**src/rtl/sd_modulator_if.sv**
```systemverilog
// rtl/sd_modulator_if.sv - sample input handshake for the sigma-delta transmitter
interface sd_modulator_if #(
    parameter int DATA_W = 16
);
    logic signed [DATA_W-1:0] sample_data;
    logic                     sample_valid;
    logic                     sample_ready;

    modport master (output sample_data, output sample_valid, input sample_ready);
    modport slave  (input sample_data, input sample_valid, output sample_ready);
endinterface

```
**src/rtl/sd_modulator.sv**
```systemverilog
// rtl/sd_modulator.sv - 1st/2nd-order sigma-delta bitstream transmitter
// Clocked (DSDOUT+SDCLK) or Manchester output, one-entry sample buffer.
module sd_modulator #(
    parameter int DATA_W = 16,
    parameter int DIV_W  = 8
) (
    input  logic             SYSCLK,
    input  logic             SYSRST,
    input  logic             en,
    input  logic             mode,
    input  logic             order,
    input  logic [DIV_W-1:0] clkdiv,
    input  logic [15:0]      osr,
    sd_modulator_if.slave    s_if,
    output logic             DSDOUT,
    output logic             SDCLK,
    output logic             busy,
    output logic             underrun
);
    localparam logic signed [25:0] FB_POS = 26'sd32768;
    localparam logic signed [25:0] FB_NEG = -26'sd32768;

    logic                     r_en, r_mode, r_order;
    logic [DIV_W-1:0]         r_div, r_hcnt;
    logic [15:0]              r_osr, r_bcnt;
    logic                     r_phase, r_bit, r_dout, r_full, r_underrun;
    logic signed [19:0]       r_i1;
    logic signed [23:0]       r_i2;
    logic signed [DATA_W-1:0] r_x, r_buf;

    logic                     w_hwrap, w_bit_tick, w_mid_tick, w_boundary, w_accept, w_bit;
    logic signed [25:0]       w_fb, w_i1_sum, w_i2_sum;
    logic signed [19:0]       w_i1_new;
    logic signed [23:0]       w_i2_new;

    assign w_hwrap    = (r_hcnt == r_div);
    assign w_bit_tick = w_hwrap & r_phase;
    assign w_mid_tick = w_hwrap & ~r_phase;
    assign w_boundary = w_bit_tick & (r_bcnt == r_osr - 16'd1);
    assign w_accept   = s_if.sample_valid & s_if.sample_ready;
    assign w_bit      = r_order ? ~r_i2[23] : ~r_i1[19];
    assign w_fb       = w_bit ? FB_POS : FB_NEG;

    // Integrators clamp instead of wrapping so an overdriven input cannot flip the loop sign.
    always_comb begin
        w_i1_sum = {{6{r_i1[19]}}, r_i1} + {{(26-DATA_W){r_x[DATA_W-1]}}, r_x} - w_fb;
        if (w_i1_sum > 26'sd524287)
            w_i1_new = 20'sh7FFFF;
        else if (w_i1_sum < -26'sd524288)
            w_i1_new = 20'sh80000;
        else
            w_i1_new = w_i1_sum[19:0];

        w_i2_sum = {{2{r_i2[23]}}, r_i2} + {{6{w_i1_new[19]}}, w_i1_new} - w_fb;
        if (w_i2_sum > 26'sd8388607)
            w_i2_new = 24'sh7FFFFF;
        else if (w_i2_sum < -26'sd8388608)
            w_i2_new = 24'sh800000;
        else
            w_i2_new = w_i2_sum[23:0];
    end

    always_ff @(posedge SYSCLK or posedge SYSRST) begin
        if (SYSRST) begin
            r_en       <= 1'b0;
            r_mode     <= 1'b0;
            r_order    <= 1'b0;
            r_div      <= '0;
            r_osr      <= '0;
            r_hcnt     <= '0;
            r_bcnt     <= '0;
            r_phase    <= 1'b0;
            r_bit      <= 1'b0;
            r_dout     <= 1'b0;
            r_full     <= 1'b0;
            r_underrun <= 1'b0;
            r_i1       <= '0;
            r_i2       <= '0;
            r_x        <= '0;
            r_buf      <= '0;
        end else begin
            r_en       <= en;
            r_underrun <= 1'b0;
            if (!en) begin
                r_hcnt  <= '0;
                r_bcnt  <= '0;
                r_phase <= 1'b0;
                r_bit   <= 1'b0;
                r_dout  <= 1'b0;
                r_full  <= 1'b0;
                r_i1    <= '0;
                r_i2    <= '0;
                r_x     <= '0;
                r_buf   <= '0;
            end else if (!r_en) begin
                r_mode  <= mode;
                r_order <= order;
                r_div   <= clkdiv;
                r_osr   <= (osr == 16'd0) ? 16'd1 : osr;
            end else begin
                if (w_hwrap) begin
                    r_hcnt  <= '0;
                    r_phase <= ~r_phase;
                end else begin
                    r_hcnt  <= r_hcnt + DIV_W'(1);
                end

                if (w_bit_tick) begin
                    r_bit  <= w_bit;
                    r_i1   <= w_i1_new;
                    if (r_order)
                        r_i2 <= w_i2_new;
                    r_bcnt <= w_boundary ? 16'd0 : r_bcnt + 16'd1;
                    r_dout <= r_mode ? ~w_bit : w_bit;
                end else if (w_mid_tick && r_mode) begin
                    r_dout <= r_bit;
                end

                // Boundary sees the pre-edge buffer; a same-cycle accept refills it afterwards.
                if (w_boundary) begin
                    if (r_full) begin
                        r_x    <= r_buf;
                        r_full <= 1'b0;
                    end else begin
                        r_underrun <= 1'b1;
                    end
                end
                if (w_accept) begin
                    r_buf  <= s_if.sample_data;
                    r_full <= 1'b1;
                end
            end
        end
    end

    assign s_if.sample_ready = r_en & ~r_full;
    assign DSDOUT            = r_dout;
    assign SDCLK             = r_phase & ~r_mode;
    assign busy              = r_en;
    assign underrun          = r_underrun;
endmodule
```
**src/flat_wrapper.sv**
```systemverilog
// flat-port wrapper written by rule: the top's interface ports become plain ports
module sd_modulator_flat 
#(
    parameter int DATA_W = 16,
    parameter int DIV_W  = 8
)
  (SYSCLK, SYSRST, en, mode, order, clkdiv, osr, DSDOUT, SDCLK, busy, underrun, s_if_sample_data, s_if_sample_valid, s_if_sample_ready);
  sd_modulator_if #(.DATA_W(DATA_W)) s_if_i ();
  input  logic SYSCLK;
  input  logic SYSRST;
  input  logic en;
  input  logic mode;
  input  logic order;
  input  logic [DIV_W-1:0] clkdiv;
  input  logic [15:0] osr;
  output logic DSDOUT;
  output logic SDCLK;
  output logic busy;
  output logic underrun;
  input wire logic [$bits(s_if_i.sample_data)-1:0] s_if_sample_data;
  input wire logic [$bits(s_if_i.sample_valid)-1:0] s_if_sample_valid;
  output wire logic [$bits(s_if_i.sample_ready)-1:0] s_if_sample_ready;
  assign s_if_i.sample_data = s_if_sample_data;
  assign s_if_i.sample_valid = s_if_sample_valid;
  assign s_if_sample_ready = s_if_i.sample_ready;
  sd_modulator #(.DATA_W(DATA_W), .DIV_W(DIV_W)) u_core (.SYSCLK(SYSCLK), .SYSRST(SYSRST), .en(en), .mode(mode), .order(order), .clkdiv(clkdiv), .osr(osr), .s_if(s_if_i), .DSDOUT(DSDOUT), .SDCLK(SDCLK), .busy(busy), .underrun(underrun));
endmodule
```
**config.mk**
```make
export PLATFORM = sky130hd
export DESIGN_NAME = sd_modulator_flat
export DESIGN_NICKNAME = d
export VERILOG_FILES = /design/src/rtl/sd_modulator_if.sv /design/src/rtl/sd_modulator.sv /design/src/flat_wrapper.sv
export SDC_FILE = /design/constraint.sdc
export NUM_CORES = 1
export LEC_CHECK = 0
export ABC_AREA = 1
export BUFFER_PORTS_ARGS = -buffer_cell sky130_fd_sc_hd__buf_2
export CORE_MARGIN = 4
export CORE_UTILIZATION = 40
export DETAILED_ROUTE_END_ITERATION = 8
export PLACE_DENSITY = 0.57
export SETUP_SLACK_MARGIN = 0.2
export SLEW_MARGIN = 20
export SYNTH_ARGS = -nofsm -noshare
export SYNTH_HDL_FRONTEND = slang
export SYNTH_SLANG_ARGS = --single-unit
```
**constraint.sdc**
```tcl
create_clock -name SYSCLK -period 14.3 [get_ports SYSCLK]
set_clock_uncertainty 0.15 [all_clocks]
set_input_delay 2.145 -clock SYSCLK [delete_from_list [all_inputs] [get_ports SYSCLK]]
set_output_delay 2.145 -clock SYSCLK [all_outputs]
set_load 0.01 [all_outputs]
```
==> flow_metrics.env, run 1 <==
export IMPL_place_port_buffers=50
export IMPL_start_kind="flip-flop"
export IMPL_post_route_cells_drive_above_1_share_pct=11.16
export IMPL_global_route_usage_total_pct=18.20
export IMPL_cts_sinks=132
export IMPL_synth_edf_count=0
export IMPL_crit_type="reg2reg"
export IMPL_cts_buffers=17
export IMPL_status="finished, final reports clean"
export IMPL_synthTopCellsByArea="sky130_fd_sc_hd__dfrtp_1 35%, sky130_fd_sc_hd__nand2_1 17%, sky130_fd_sc_hd__ha_1 8.1%"
export IMPL_power_total_w=0.001120
export IMPL_max_clock_freq_ghz=0.1169
export IMPL_core_rowCount=55
export IMPL_drtIter0Drc=511
export IMPL_finalSetupTns_ns=0
export IMPL_p_int_w=0.0007440
export IMPL_synth_top_flop_cell="sky130_fd_sc_hd__dfrtp_1"
export IMPL_netlist_top_cells_count="416 x sky130_fd_sc_hd__nand2_1, 132 x sky130_fd_sc_hd__dfrtp_1, 124 x sky130_fd_sc_hd__inv_1, 103 x sky130_fd_sc_hd__nand3_1, 76 x sky130_fd_sc_hd__nor2_1"
export IMPL_cts_setup_buffers=0
export IMPL_die_height_um=161.3
export IMPL_via_count_of_the_first_global_routing_pass=7958
export IMPL_area_of_the_die_sq_mm=0.02601
export IMPL_final_period_minus_worst_setup_slack_ns=8.557
export IMPL_preCtsSetupSlack_ns=5.737
export IMPL_power_density_cell_area_mw_per_mm2=106.4
export IMPL_ys_types=49
export IMPL_netlist_area_sq_mm=0.009399
export IMPL_crit_arrival_ns=8.76
export IMPL_tritoncts="done"
export IMPL_cts_htree_levels=4
export IMPL_final_area_sq_mm=0.01054
export IMPL_post_cts_resized=0
export IMPL_fin_crit_sh_pct=59.84
export IMPL_critPathRequiredTime_ns=14.51
export IMPL_p_comb_share_pct=22.1
export IMPL_drt_wirelength_per_cell_um=14.07
export IMPL_total_inserted_antenna_cells=0
export IMPL_clock_share_of_power_pct=41.9
export IMPL_final_critical_path_setup_slack_ns=5.743
export IMPL_grt_ovfl_total=0
export IMPL_average_cell_area_after_synthesis_sq_um=7.354
export IMPL_final_setup_viol_count=0
export IMPL_worst_slew_pin_transition_ns=0.8919
export IMPL_cts_root_buf="sky130_fd_sc_hd__clkbuf_16"
export IMPL_floorplan_io_pins=51
export IMPL_critical_path_max_stage_delay_ns=0.64
export IMPL_crit_path_max_fanout=20
export IMPL_synth_ff_latch_count=132
export IMPL_synthesis_nets=1389
export IMPL_power_leakage_nw=5.538
export IMPL_post_dp_hpwl_um=17410
export IMPL_drt_pass1_iter_count=5
export IMPL_end_kind="flip-flop"
export IMPL_placeableCoreArea_sq_mm=0.02285
export IMPL_route_vias_total=8172
export IMPL_net_switching_power_w=0.0003765
export IMPL_initial_core_util_pct=41.14
export IMPL_yosysWarningCount=0
export IMPL_antenna_found_initial=0
export IMPL_gpl_final_weighted_congestion=0.8545
export IMPL_clock_insertion_delay_worst_skew_ns=0.44
export IMPL_grt_first_pass_wirelength_um=38960
export IMPL_num_nets_final=1433
export IMPL_viasPerCell=4.959
export IMPL_cap_violations=0
export IMPL_clockBufferDepth=2
export IMPL_drc=0
export IMPL_critical_path_slowest_cell="sky130_fd_sc_hd__nand3_1"
export IMPL_yosys_area_top_type="sky130_fd_sc_hd__dfrtp_1"
export IMPL_synth_cells=1278
export IMPL_highest_ir_drop_seen_on_vdd_mv=0.06646
export IMPL_final_max_slew_violation_count=0
export IMPL_hold_class="reg2reg"
export IMPL_sequentialPowerShare_pct=36.0
export IMPL_switching_share_of_power_pct=33.60
export IMPL_cts_hold_repair_buffers=0
export IMPL_grt_setup_unrepaired="false"
export IMPL_crit_path_frequent_cell="sky130_fd_sc_hd__nand2_1"
export IMPL_die_x_um=161.3
export IMPL_postSynth_asyncResetShare_pct=100.0
export IMPL_finalHoldViolCount=0
export IMPL_slew_headroom_pct=40.37
export IMPL_postPlaceCellArea_sq_mm=0.009910
export IMPL_yosysTopAreaCellShare_pct=35.14
export IMPL_cts_clk_slew_worst_paths_ns=0.07
export IMPL_antenna_left=0
export IMPL_post_synth_top_count_cell="sky130_fd_sc_hd__nand2_1"
export IMPL_grt_start_max_net_pins=76
export IMPL_wl_um=23180
export IMPL_synthToLayoutAreaGrowth_pct=12.09
export IMPL_synth_yosys_seq_area_share_pct=35.14
cell families (layout without fill, tap and decap cells):
family                     Yosys count  in the layout  share of synthesized area, %
AOI/OAI and AO/OA                  149            149                         9.026
xor gates and xnor gates            79             79                         7.362
adders and majority gates           65             65                         8.972
buffers and inverters              161            218                         7.109
DFF                                132            132                         35.14
and+or+nand+nor                    692            692                         32.39
state kept, by name (all words and copies together) (netlist names):
signal and cells:
u_core.r_i2 24, u_core.r_i1 20, u_core.r_bcnt 16, u_core.r_buf 16, u_core.r_osr 16, u_core.r_x 16, u_core.r_div 8, u_core.r_hcnt 8
u_core.DSDOUT 1, u_core.busy 1, u_core.r_bit 1, u_core.r_full 1, u_core.r_mode 1, u_core.r_order 1, u_core.r_phase 1, u_core.underrun 1
metal layers:
layer	track usage (%)	vias to the layer above	wire length, um
met5	0	-	0
met4	4.808	0	247
met3	2.730	19	497
met2	31.43	93	11420
met1	23.95	3810	11020
li1	-	4250	-
worst max-delay path: cells and delay by family, from the launching register on:
family / cells / cell delay [ns]
AO/OA/AOI/OAI: 13 / 2.89
AND/OR/NAND/NOR: 13 / 2.21
XOR/XNOR: 2 / 0.53
adder cells (fa/ha/maj): 5 / 1.79
buffers and inverters: 6 / 0.46
flip-flops: 1 / 0.40
placed cells by master (no fill, tap or decap), types with 5 or more instances in the layout:
cell type                   Yosys  final
sky130_fd_sc_hd__xnor2_1       30     30
sky130_fd_sc_hd__buf_4          3      5
sky130_fd_sc_hd__xor2_1        49     49
sky130_fd_sc_hd__ha_1          61     61
sky130_fd_sc_hd__o21ai_0       47     46
sky130_fd_sc_hd__nand3_1      103    103
sky130_fd_sc_hd__inv_1        124    123
sky130_fd_sc_hd__o22ai_1       12     12
sky130_fd_sc_hd__a21oi_1       52     52
sky130_fd_sc_hd__nor2_2         4      5
sky130_fd_sc_hd__buf_2          5     50
sky130_fd_sc_hd__o21ai_1       11     12
sky130_fd_sc_hd__nand2_1      416    416
sky130_fd_sc_hd__a31oi_1        6      6
sky130_fd_sc_hd__nor2_4         5      5
sky130_fd_sc_hd__nand2_2       25     25
sky130_fd_sc_hd__dfrtp_1      132    132
sky130_fd_sc_hd__clkbuf_16      0     17
sky130_fd_sc_hd__nor2_1        76     75
sky130_fd_sc_hd__o21bai_1       5      5
sky130_fd_sc_hd__nand4_1       17     17
sky130_fd_sc_hd__inv_2          5      5
sky130_fd_sc_hd__inv_8          0      8
sky130_fd_sc_hd__nand3_2       11     11
sky130_fd_sc_hd__nor4_1         9      9
sky130_fd_sc_hd__nor3_1        14     14
power by group through the flow:
stage	clock, W	sequential (W)	combinational (W)
2_1_floorplan	0	0.000407	0.000195
3_3_place_gp	0	0.000411	0.000248
3_5_place_dp	0	0.000411	0.000249
4_1_cts	0.000478	0.000404	0.000250
5_1_grt	0.000495	0.000406	0.000283
6_report	0.000469	0.000404	0.000248
path summary, 6_finish.rpt:
kind                       slack, ns  depth (start not counted)            from               to
max                             5.74                         39   u_core.r_x[5]  u_core.r_i2[22]
min                             0.33                          2  u_core.r_i1[3]   u_core.r_i1[3]
max reg2reg                     5.74                         39   u_core.r_x[5]  u_core.r_i2[22]
min reg2reg                     0.33                          2  u_core.r_i1[3]   u_core.r_i1[3]
max in group asynchronous      11.07                          3          SYSRST  u_core.r_i1[18]
min in group asynchronous       1.66                          2          SYSRST  u_core.r_buf[5]
stage by stage:
step | instances | hold slack, ns | util, %
3_5_place_dp | 1616 | 0.3159 | 43.37
2_1_floorplan | 1278 | 0.2979 | -
4_1_cts | 1648 | 0.3353 | 46.11
5_1_grt | 1648 | 0.3474 | 46.11
6_report | 1648 | 0.3313 | 46.11
3_3_place_gp | 1616 | 0.3131 | 43.37
layout make-up:
cell class / instances / area [sq um]
Fill cell: 2385 / 12310
Multi-Input combinational cell: 985 / 5430
Sequential cell: 132 / 3303
Inverter: 131 / 496.7
Clock buffer: 17 / 425.4
Tap cell: 313 / 391.6
Timing Repair Buffer: 55 / 287.8
Clock inverter: 15 / 200.2
Note: power is estimated with default switching activity, not from simulation.
==> run 2, diff against run 1 <==
==> constraint.sdc (replaced) <==
create_clock -name SYSCLK -period 8.8 [get_ports SYSCLK]
set_clock_uncertainty 0.15 [all_clocks]
set_input_delay 1.32 -clock SYSCLK [delete_from_list [all_inputs] [get_ports SYSCLK]]
set_output_delay 1.32 -clock SYSCLK [all_outputs]
set_load 0.01 [all_outputs]
==> run 2 against run 1 <==
  * Critical path type unchanged
  * Global-route usage up 0.63 points
  * Via count increased by 0.53%
  * Power is 60% higher
  * Worst setup slack lost 4.7 ns
  * Routed wire length grew 1.4%
  * Die area unchanged
  * First-iteration DRC count decreased by 15%
  * Utilization increased by 0.28 points
  * Highest routed layer unchanged
  * Sequential share of layout area fell by 0.19 points
  * Non-clock buffer count increased by 9
  * Flip-flop and latch count stayed put
==> flow_metrics.env, run 2 (same netlist as run 1, synthesis figures left out) <==
export IMPL_post_dp_hpwl_um=17670
export IMPL_power_leakage_nw=5.575
export IMPL_viasPerCell=4.958
export IMPL_crit_arrival_ns=7.94
export IMPL_antenna_left=0
export IMPL_end_kind="flip-flop"
export IMPL_cts_htree_levels=4
export IMPL_initial_core_util_pct=41.14
export IMPL_slew_headroom_pct=47.63
export IMPL_route_vias_total=8215
export IMPL_total_inserted_antenna_cells=0
export IMPL_status="finished, final reports clean"
export IMPL_finalSetupTns_ns=0
export IMPL_worst_slew_pin_transition_ns=0.7855
export IMPL_cts_buffers=17
export IMPL_preCtsSetupSlack_ns=0.6116
export IMPL_crit_path_frequent_cell="sky130_fd_sc_hd__nand2_1"
export IMPL_grt_setup_unrepaired="false"
export IMPL_die_height_um=161.3
export IMPL_most_common_library_cell_in_the_layout_ignoring_fill_and_taps="sky130_fd_sc_hd__nand2_1"
export IMPL_largest_registers="u_core.r_i2 (24), u_core.r_i1 (20)"
export IMPL_cts_hold_repair_buffers=0
export IMPL_post_route_cells_drive_above_1_share_pct=11.90
export IMPL_core_rowCount=55
export IMPL_area_of_the_die_sq_mm=0.02601
export IMPL_critPathRequiredTime_ns=8.97
export IMPL_postPlaceCellArea_sq_mm=0.009925
export IMPL_grt_first_pass_wirelength_um=40390
export IMPL_highest_ir_drop_seen_on_vdd_mv=0.1068
export IMPL_die_x_um=161.3
export IMPL_power_density_cell_area_mw_per_mm2=169.5
export IMPL_wl_um=23520
export IMPL_max_clock_freq_ghz=0.1286
export IMPL_finalHoldViolCount=0
export IMPL_grt_ovfl_total=0
export IMPL_layout_cells_most_common_list="416 x sky130_fd_sc_hd__nand2_1, 132 x sky130_fd_sc_hd__dfrtp_1, 123 x sky130_fd_sc_hd__inv_1"
export IMPL_place_port_buffers=50
export IMPL_utilization_pct=46.40
export IMPL_global_route_usage_total_pct=18.83
export IMPL_drt_pass1_iter_count=5
export IMPL_synthToLayoutAreaGrowth_pct=12.78
export IMPL_critical_path_slowest_cell="sky130_fd_sc_hd__fa_1"
export IMPL_final_max_slew_violation_count=0
export IMPL_final_area_sq_mm=0.01060
export IMPL_clock_insertion_delay_worst_skew_ns=0.43
export IMPL_fin_crit_sh_pct=88.39
export IMPL_floorplan_io_pins=51
export IMPL_drt_wirelength_per_cell_um=14.19
export IMPL_cap_violations=0
export IMPL_start_kind="flip-flop"
export IMPL_grt_start_max_net_pins=76
export IMPL_max_reg_flops=24
export IMPL_drtIter0Drc=432
export IMPL_critical_path_max_stage_delay_ns=0.42
export IMPL_crit_type="reg2reg"
export IMPL_drc=0
export IMPL_final_setup_viol_count=0
export IMPL_most_flop_heavy_register="u_core.r_i2"
export IMPL_clockBufferDepth=2
export IMPL_cts_root_buf="sky130_fd_sc_hd__clkbuf_16"
export IMPL_num_nets_final=1442
export IMPL_cts_sinks=132
export IMPL_final_critical_path_setup_slack_ns=1.022
export IMPL_tritoncts="done"
export IMPL_cts_clk_slew_worst_paths_ns=0.07
export IMPL_placeableCoreArea_sq_mm=0.02285
export IMPL_power_total_w=0.001797
export IMPL_antenna_found_initial=0
export IMPL_final_period_minus_worst_setup_slack_ns=7.778
export IMPL_hold_class="reg2reg"
export IMPL_gpl_final_weighted_congestion=0.8625
export IMPL_crit_path_max_fanout=14
export IMPL_via_count_of_the_first_global_routing_pass=8192
==> run 2: changes by cell type in the layout (fill, tap and decap cells not counted), sizes merged <==
cell	change
clkinvlp	-1
buf	+9
bufinv	-2
inv	+1
clkinv	+2
==> run 2: critical path: cells and delay by family (launching register included) <==
kind	cells	cell delay (ns)
buf+inv	4	0.44
compound gates	12	2.72
simple gates	16	2.09
flops	1	0.39
xor+xnor	2	0.38
fa+ha+maj	4	1.48
==> run 2: stage by stage <==
stage	std cells	hold WS, ns
final	1657	0.3333
after global routing	1657	0.3595
after CTS	1650	0.3345
after detailed placement	1618	0.3158
after global placement	1618	0.3134
after floorplan	1278	0.2979
==> run 2: power by group <==
| group | leakage (nW) | internal (W) | switching [W] |
|---|---|---|---|
| logic | 3.50 | 0.000151 | 0.000270 |
| clock network | 0.296 | 0.000386 | 0.000334 |
| registers | 1.78 | 0.000632 | 0.0000235 |
| total | 5.58 | 0.00117 | 0.000628 |
==> run 2: path summary, 6_finish.rpt <==
path                       cells after the start  slack [ns]            start               end
setup / recovery                              38        1.02    u_core.r_x[5]   u_core.r_i2[15]
hold / removal                                 2        0.33  u_core.r_buf[2]   u_core.r_buf[2]
setup reg to reg                              38        1.02    u_core.r_x[5]   u_core.r_i2[15]
hold reg to reg                                2        0.33  u_core.r_buf[2]   u_core.r_buf[2]
max in group asynchronous                      3        6.37           SYSRST  u_core.r_bcnt[7]
min in group asynchronous                      2        0.85           SYSRST   u_core.r_buf[7]
==> run 2: repair_timing <==
action	in CTS	in global routing
setup endpoints to repair	0	23
setup buffers	0	7
resized for setup	0	4
==> run 2: layout make-up <==
class	instances	area, sq um
fillers	2346	12250
multi-input cells	985	5439
flip-flops and latches	132	3303
inverters	131	496.7
clock buffers	17	425.4
well taps	313	391.6
repair buffers	64	367.9
clock inverters	15	176.4
==> run 2: routing by layer <==
metal  track usage, %  vias to the layer above  wire length (um)
li1                 -                     4267                 -
met1            24.83                     3840             11040
met2            32.33                       90             11590
met3            3.317                       18               568
met4            4.498                        0               329
met5                0                        -                 0
